### src/rtl/coin_key_input_pkg.sv
// Shared definitions for the coin-input front end: filter state encoding and counter sizing.
package coin_key_input_pkg;

  localparam int unsigned CNT_W = 20;
  // 20 ms at 50 MHz, minus one
  localparam logic [CNT_W-1:0] CNT_MAX_DEFAULT = 20'd999_999;

  typedef enum logic [1:0] {
    StIdle   = 2'd0,
    StFiltDn = 2'd1,
    StDown   = 2'd2,
    StFiltUp = 2'd3
  } key_state_e;

endpackage

### src/rtl/coin_key_input_key_filter.sv
// Synchronises one active-low button and debounces both edges; emits a 1-cycle press pulse.
module key_filter
  import coin_key_input_pkg::*;
#(
  parameter logic [CNT_W-1:0] CNT_MAX = CNT_MAX_DEFAULT
) (
  input  logic sys_clk,
  input  logic sys_rst_n,
  input  logic key_n_i,
  output logic press_o
);

  logic [1:0]       sync_q;
  logic             key_s;
  key_state_e       state_q, state_d;
  logic [CNT_W-1:0] cnt_q, cnt_d;

  assign key_s = sync_q[1];

  // Presets to released so a key held through reset is debounced as a fresh press.
  always_ff @(posedge sys_clk or negedge sys_rst_n) begin
    if (!sys_rst_n) begin
      sync_q  <= 2'b11;
      state_q <= StIdle;
      cnt_q   <= '0;
    end else begin
      sync_q  <= {sync_q[0], key_n_i};
      state_q <= state_d;
      cnt_q   <= cnt_d;
    end
  end

  always_comb begin
    state_d = state_q;
    cnt_d   = cnt_q;
    press_o = 1'b0;
    unique case (state_q)
      StIdle: begin
        if (!key_s) begin
          state_d = StFiltDn;
          cnt_d   = '0;
        end
      end
      StFiltDn: begin
        if (key_s) begin
          state_d = StIdle;
          cnt_d   = '0;
        end else if (cnt_q == CNT_MAX) begin
          state_d = StDown;
          cnt_d   = '0;
          press_o = 1'b1;
        end else begin
          cnt_d = cnt_q + CNT_W'(1);
        end
      end
      StDown: begin
        if (key_s) begin
          state_d = StFiltUp;
          cnt_d   = '0;
        end
      end
      StFiltUp: begin
        if (!key_s) begin
          state_d = StDown;
          cnt_d   = '0;
        end else if (cnt_q == CNT_MAX) begin
          state_d = StIdle;
          cnt_d   = '0;
        end else begin
          cnt_d = cnt_q + CNT_W'(1);
        end
      end
      default: begin
        state_d = StIdle;
        cnt_d   = '0;
      end
    endcase
  end

endmodule

### src/rtl/coin_key_input.sv
// Two debounced coin buttons merged into mutually exclusive registered pulses.
module coin_key_input
  import coin_key_input_pkg::*;
#(
  parameter logic [CNT_W-1:0] CNT_MAX = CNT_MAX_DEFAULT
) (
  input  logic sys_clk,
  input  logic sys_rst_n,
  input  logic key_half,
  input  logic key_one,
  output logic po_money_half,
  output logic po_money_one
);

  logic press_half, press_one;
  logic half_q, half_d;
  logic one_q, one_d;
  logic pend_q, pend_d;

  key_filter #(.CNT_MAX(CNT_MAX)) u_filter_half (
    .sys_clk   (sys_clk),
    .sys_rst_n (sys_rst_n),
    .key_n_i   (key_half),
    .press_o   (press_half)
  );

  key_filter #(.CNT_MAX(CNT_MAX)) u_filter_one (
    .sys_clk   (sys_clk),
    .sys_rst_n (sys_rst_n),
    .key_n_i   (key_one),
    .press_o   (press_one)
  );

  // Half coin has priority; a colliding 1-yuan coin waits in the pending slot.
  always_comb begin
    half_d = 1'b0;
    one_d  = 1'b0;
    pend_d = pend_q;
    if (press_half) begin
      half_d = 1'b1;
      if (press_one) pend_d = 1'b1;
    end else if (press_one || pend_q) begin
      one_d  = 1'b1;
      pend_d = 1'b0;
    end
  end

  always_ff @(posedge sys_clk or negedge sys_rst_n) begin
    if (!sys_rst_n) begin
      half_q <= 1'b0;
      one_q  <= 1'b0;
      pend_q <= 1'b0;
    end else begin
      half_q <= half_d;
      one_q  <= one_d;
      pend_q <= pend_d;
    end
  end

  assign po_money_half = half_q;
  assign po_money_one  = one_q;

endmodule

### config.mk
export PLATFORM = sky130hd
export DESIGN_NAME = coin_key_input
export DESIGN_NICKNAME = d
export VERILOG_FILES = /design/src/rtl/coin_key_input_pkg.sv /design/src/rtl/coin_key_input_key_filter.sv /design/src/rtl/coin_key_input.sv
export SDC_FILE = /design/constraint.sdc
export NUM_CORES = 1
export LEC_CHECK = 0
export BUFFER_PORTS_ARGS = -buffer_cell sky130_fd_sc_hd__buf_2
export CAP_MARGIN = 20
export CORE_MARGIN = 4
export CORE_UTILIZATION = 55
export CTS_CLUSTER_DIAMETER = 100
export DETAILED_ROUTE_END_ITERATION = 10
export GPL_TIMING_DRIVEN = 1
export MAX_ROUTING_LAYER = met4
export PLACE_DENSITY = 0.68
export SYNTH_ARGS = -nofsm -noshare
export SYNTH_HDL_FRONTEND = slang
export SYNTH_SLANG_ARGS = --single-unit
export TNS_END_PERCENT = 50
### constraint.sdc
create_clock -name sys_clk -period 6.8 [get_ports sys_clk]
set_input_delay 0.34 -clock sys_clk [delete_from_list [all_inputs] [get_ports sys_clk]]
set_output_delay 0.34 -clock sys_clk [all_outputs]
set_load 0.02 [all_outputs]
# After elaboration in Yosys (flattened, before gate mapping)
# Cells that the tools add are included.
# classes
n_addsub	2
n_mul	0
div	0
order_cmp	0
n_eq_ne	17
shift	0
muxes	38
bitwise_logic	0
n_reduce_logical	9
# op_table
operator	n
20-bit two-way mux	10
20-bit case mux with 4 select lines	2
20-bit by 1-bit adder with 20-bit output, second input constant	2
20-bit equality test, second input constant	2
2-bit two-way mux	12
2-bit case mux with 4 select lines	2
1-bit two-way mux	12
2-bit equality test, second input constant	4
4-bit AND reduction	2
2-bit by 1-bit != test with 1-bit output, second input constant	3
3-bit by 1-bit != test with 1-bit output, second input constant	2
3-bit != test, second input constant	2
2-bit AND reduction	3
2-bit by 1-bit equality test with 1-bit output, second input constant	2
2-bit zero test	2
2-bit != test, second input constant	2
2-bit nonzero test	1
1-bit logical OR	1
# totals
register_bits	51
latch_bits	0
ramBits	0
romBits	0
inputBits	4
output_inout_bits	2
elab_cells	75
n_memories	0

# Depth between registers and ports, before layout
# depth
depth_word	7
ltp_mapped	8

# Modules after synthesis
# Synthesis repeated with hierarchy kept, for this count alone.
# unflattened
hier_cells	271
hier_area_um2	2635.0
# by_module_without_submodules
module	instances	cells_per_inst	area_per_inst_um2	seq_area_each_um2
key_filter	2	133	1271.2	603.1
coin_key_input	1	5	92.6	75.1

# Worst setup path after synthesis
# No wires, ideal clock.
# synth_path
path_type	register -> register
from	register u_filter_half.cnt_q[7]
to	register u_filter_half.cnt_q[12]
t_arrival_ps	2131
required_time_ps	6679
slack_ps	4548
stages_incl_launch_ff	7
synth_period_minus_slack_ps	2252
cell_sequence	dfrtp_1 -> or4b_1 -> or4_4 -> o21ba_1 -> buf_6 -> a21o_1 -> a22o_1
# synth_via
elab_chain_len	4
# synth_lines
element	line	source
start: declaration	coin_key_input_key_filter.sv:16	logic [CNT_W-1:0] cnt_q, cnt_d;
start signal: assignment	coin_key_input_key_filter.sv:29	cnt_q <= cnt_d;
20-bit by 1-bit adder with 20-bit output / 20-bit equality test (equally long branches)	--	
20-bit two-way mux *	coin_key_input_key_filter.sv:48, coin_key_input_key_filter.sv:66	
20-bit two-way mux (on tied branches)	coin_key_input_key_filter.sv:63, coin_key_input_key_filter.sv:45	
20-bit case mux with 4 select lines *	coin_key_input_key_filter.sv:37	unique case (state_q)
# Every way passes the cells marked *; elsewhere a longest branch is shown, timed or not.
# A chain may end at the register's enable or synchronous reset.

# Final worst setup path
# Same ends and word-level chain as after synthesis.

==> metrics.yaml <==
grt_use_total: 0.2065
cts_setup_buffers: 0
fin_area_um2: 2754
cts_made_buffers: 5
critPathCapture: "u_filter_half.cnt_q[12]"
crit_path_end_kind: "flip-flop"
hpwlAfterDp_mm: 3.576
startpoint: "u_filter_half.cnt_q[7]"
leakage_nw: 1.156
syn_inst: 287
clk_pin_slew_ps: 90
vias: 2140
finish.net_count: 297
r2r_end: "u_filter_half.cnt_q[12]"
ys_seq_area_frac: 0.4916
grt_overflow: 0
min_period_over_period: 0.3892
synth_area_leader_cell: "dfrtp_1"
start_util: 0.5825
drcViolationCount: 0
wire_per_inst_um: 15.46
die_y_um: 76.84
fin_setup_tns_ps: 0
clock_latency_ps: 310
ys_warn_count: 0
seq_area_um2: 1281
cts_hold_buf: 0
gp_congestion: 0.8584
clockRootBuffer: "clkbuf_8"
pin_count: 6
cap_violations: 0
drt-pass1-iter-count: 4
fin_skew_ps: 10.84
post-route-min-period_ps: 2646
grt_pass1_vias: 2118
dpl-instance-area_um2: 2644
startpoint_type: "flip-flop"
grt_max_degree: 52
cts_max_path_buffers: 2
synth_top_area_frac: 0.4513
multi_input_area_um2: 1231
io_buffers: 5
crit_path_max_fanout: 28
rsz0062_at_grt: "false"
clock-sinks: 51
synth_edf_count: 0
num_rows: 24
regToRegStartpoint: "u_filter_half.cnt_q[7]"
routed_wl_mm: 5.319
synth-seq-cells: 51
dieWidth_um: 76.84
synth_cell_types: 40
grt_first_pass_wirelength_mm: 9.653
nFillCells: 367
worst_ep_required_time_ps: 7000
hold_class: "in2async"
antenna_cells: 0
max_slew_margin: 0.3918
via_per_inst: 6.221
antenna_found_initial: 0
synth-async-reset-ratio: 1.000
fmax_mhz: 377.9
finalSetupViolations: 0
status: "finished clean"
core_um2: 4474
synth-main-ff-cell: "dfrtp_1"
hold_viol: 0
crit_arrival_ps: 2840
drv_slew: 0
avgSynthCellArea_um2: 9.081
cts_resized: 0
peakVddDrop_uv: 172.6
cellPowerDensity_nw_per_um2: 295.1
htreeDepth: 2
synth_area_um2: 2606
synth_area_leaders: "dfrtp_1, a31oi_1, a21oi_1, nand2_1, dfstp_2"
antenna_left: 0
die-area_um2: 5904
rr_worst_depth: 5
areaGrowthSynthToFinish_pct: 5.665
crit_type: "reg2reg"
power_mw: 0.8125
drt-initial-drc-count: 161
rrSetupSlack_ps: 4150
drive_above_1_share: 0.07534
cts_tree: "yes"
synth_nets: 293
tightest_slew_ps: 912.3
==> state kept, by name, summed over array words and instances, names as in the netlist, named ones only <==
name / flops
u_filter_one.cnt_q: 20
po_money_one: 1
u_filter_one.state_q: 1
u_filter_half.cnt_q: 20
u_filter_one.sync_q: 2
pend_q: 1
u_filter_half.state_q: 1
u_filter_half.sync_q: 2
po_money_half: 1
==> through the flow <==
stage / cells / util / worst slack (ps) / hold slack, ps
after global placement: 335 / 0.5909 / 4217 / 346.1
after global routing: 344 / 0.6155 / 4024 / 100.9
after detailed placement: 335 / 0.5909 / 4165 / 352.6
final: 344 / 0.6155 / 4154 / 125.6
after floorplan: 287 / - / 4548 / 44.41
after CTS: 343 / 0.6121 / 4159 / 114.1
==> how the worst min path moves through the flow <==
| stage | slack (ps) | endpoint | cells after the start |
|---|---|---|---|
| after floorplan | 40 | async pin | 0 |
| after global placement | 350 | u_filter_one.sync_q[1] | 0 |
| after detailed placement | 350 | u_filter_half.sync_q[1] | 0 |
| after CTS | 110 | u_filter_half.sync_q[0] | 1 |
| after global routing | 100 | u_filter_half.sync_q[0] | 1 |
| final | 130 | u_filter_one.cnt_q[2] | 2 |
==> cells in the mapped netlist, types with 2 or more instances <==
master     n
a21o_1     3
a21oi_1   26
a22o_1     6
a31oi_1   21
a41oi_1    2
and2_1     4
and3_1     8
buf_6      3
clkbuf_1   6
dfrtp_1   47
dfstp_2    4
ha_1       2
inv_1      9
nand2_1   31
nand2b_1   8
nand3_1   14
nand4_1   10
nor2_1    23
nor2b_1    2
nor3_1     6
nor4_1     5
o211ai_1   2
o21ai_0   15
o22ai_1    2
o31ai_1    4
or2_2      2
or3_1      7
or4_1      2
xnor2_1    2
==> power by group <==
group / internal (mW) / total, mW / switching (mW)
Combinational: 0.0872 / 0.260 / 0.173
Clock: 0.0836 / 0.185 / 0.101
Sequential: 0.333 / 0.367 / 0.0344
Total: 0.504 / 0.813 / 0.309
==> critical path, cell delays in order (launching register included) <==
cell and delay (ps):
dfrtp_1 440, or4b_1 540, or4_4 540, o21ba_1 510, a21o_1 290, a22o_1 220
==> routing by layer <==
metal,up-vias,wire (um),global-route usage,part of all wire
met1,1031,2395,0.2453,0.45
met5,-,0,-,0
li1,1068,-,-,-
met3,11,142,0.03630,0.027
met2,30,2651,0.3423,0.50
met4,0,130,0.09420,0.024
==> area by class of cell <==
| cell class | count | share of cell area |
|---|---|---|
| clock buffer | 7 | 0.03135 |
| clock inverter | 1 | 0.003180 |
| inverter | 9 | 0.01227 |
| multi-input combinational | 217 | 0.4471 |
| sequential | 51 | 0.4652 |
| tap | 52 | 0.02363 |
| timing repair buffer | 7 | 0.01726 |
==> cell families (layout without fill, tap and decap cells) <==
| family | Yosys count | in the layout | share of synthesized area |
|---|---|---|---|
| AOI/OAI and AO/OA | 88 | 88 | 0.2117 |
| muxes | 1 | 1 | 0.003841 |
| xor gates and xnor gates | 2 | 2 | 0.006722 |
| buffers and inverters | 19 | 24 | 0.03600 |
| adders and majority gates | 2 | 2 | 0.009600 |
| and+or+nand+nor | 124 | 124 | 0.2405 |
| DFF | 51 | 51 | 0.4916 |
==> layout by cell type (no fill, tap or decap), types with 9 or more instances in the layout <==
cell type,count
a21oi_1,26
dfrtp_1,47
a31oi_1,21
nand3_1,14
o21ai_0,15
nand2_1,31
nor2_1,23
inv_1,9
nand4_1,10
Power figures use the tool's default switching activity.
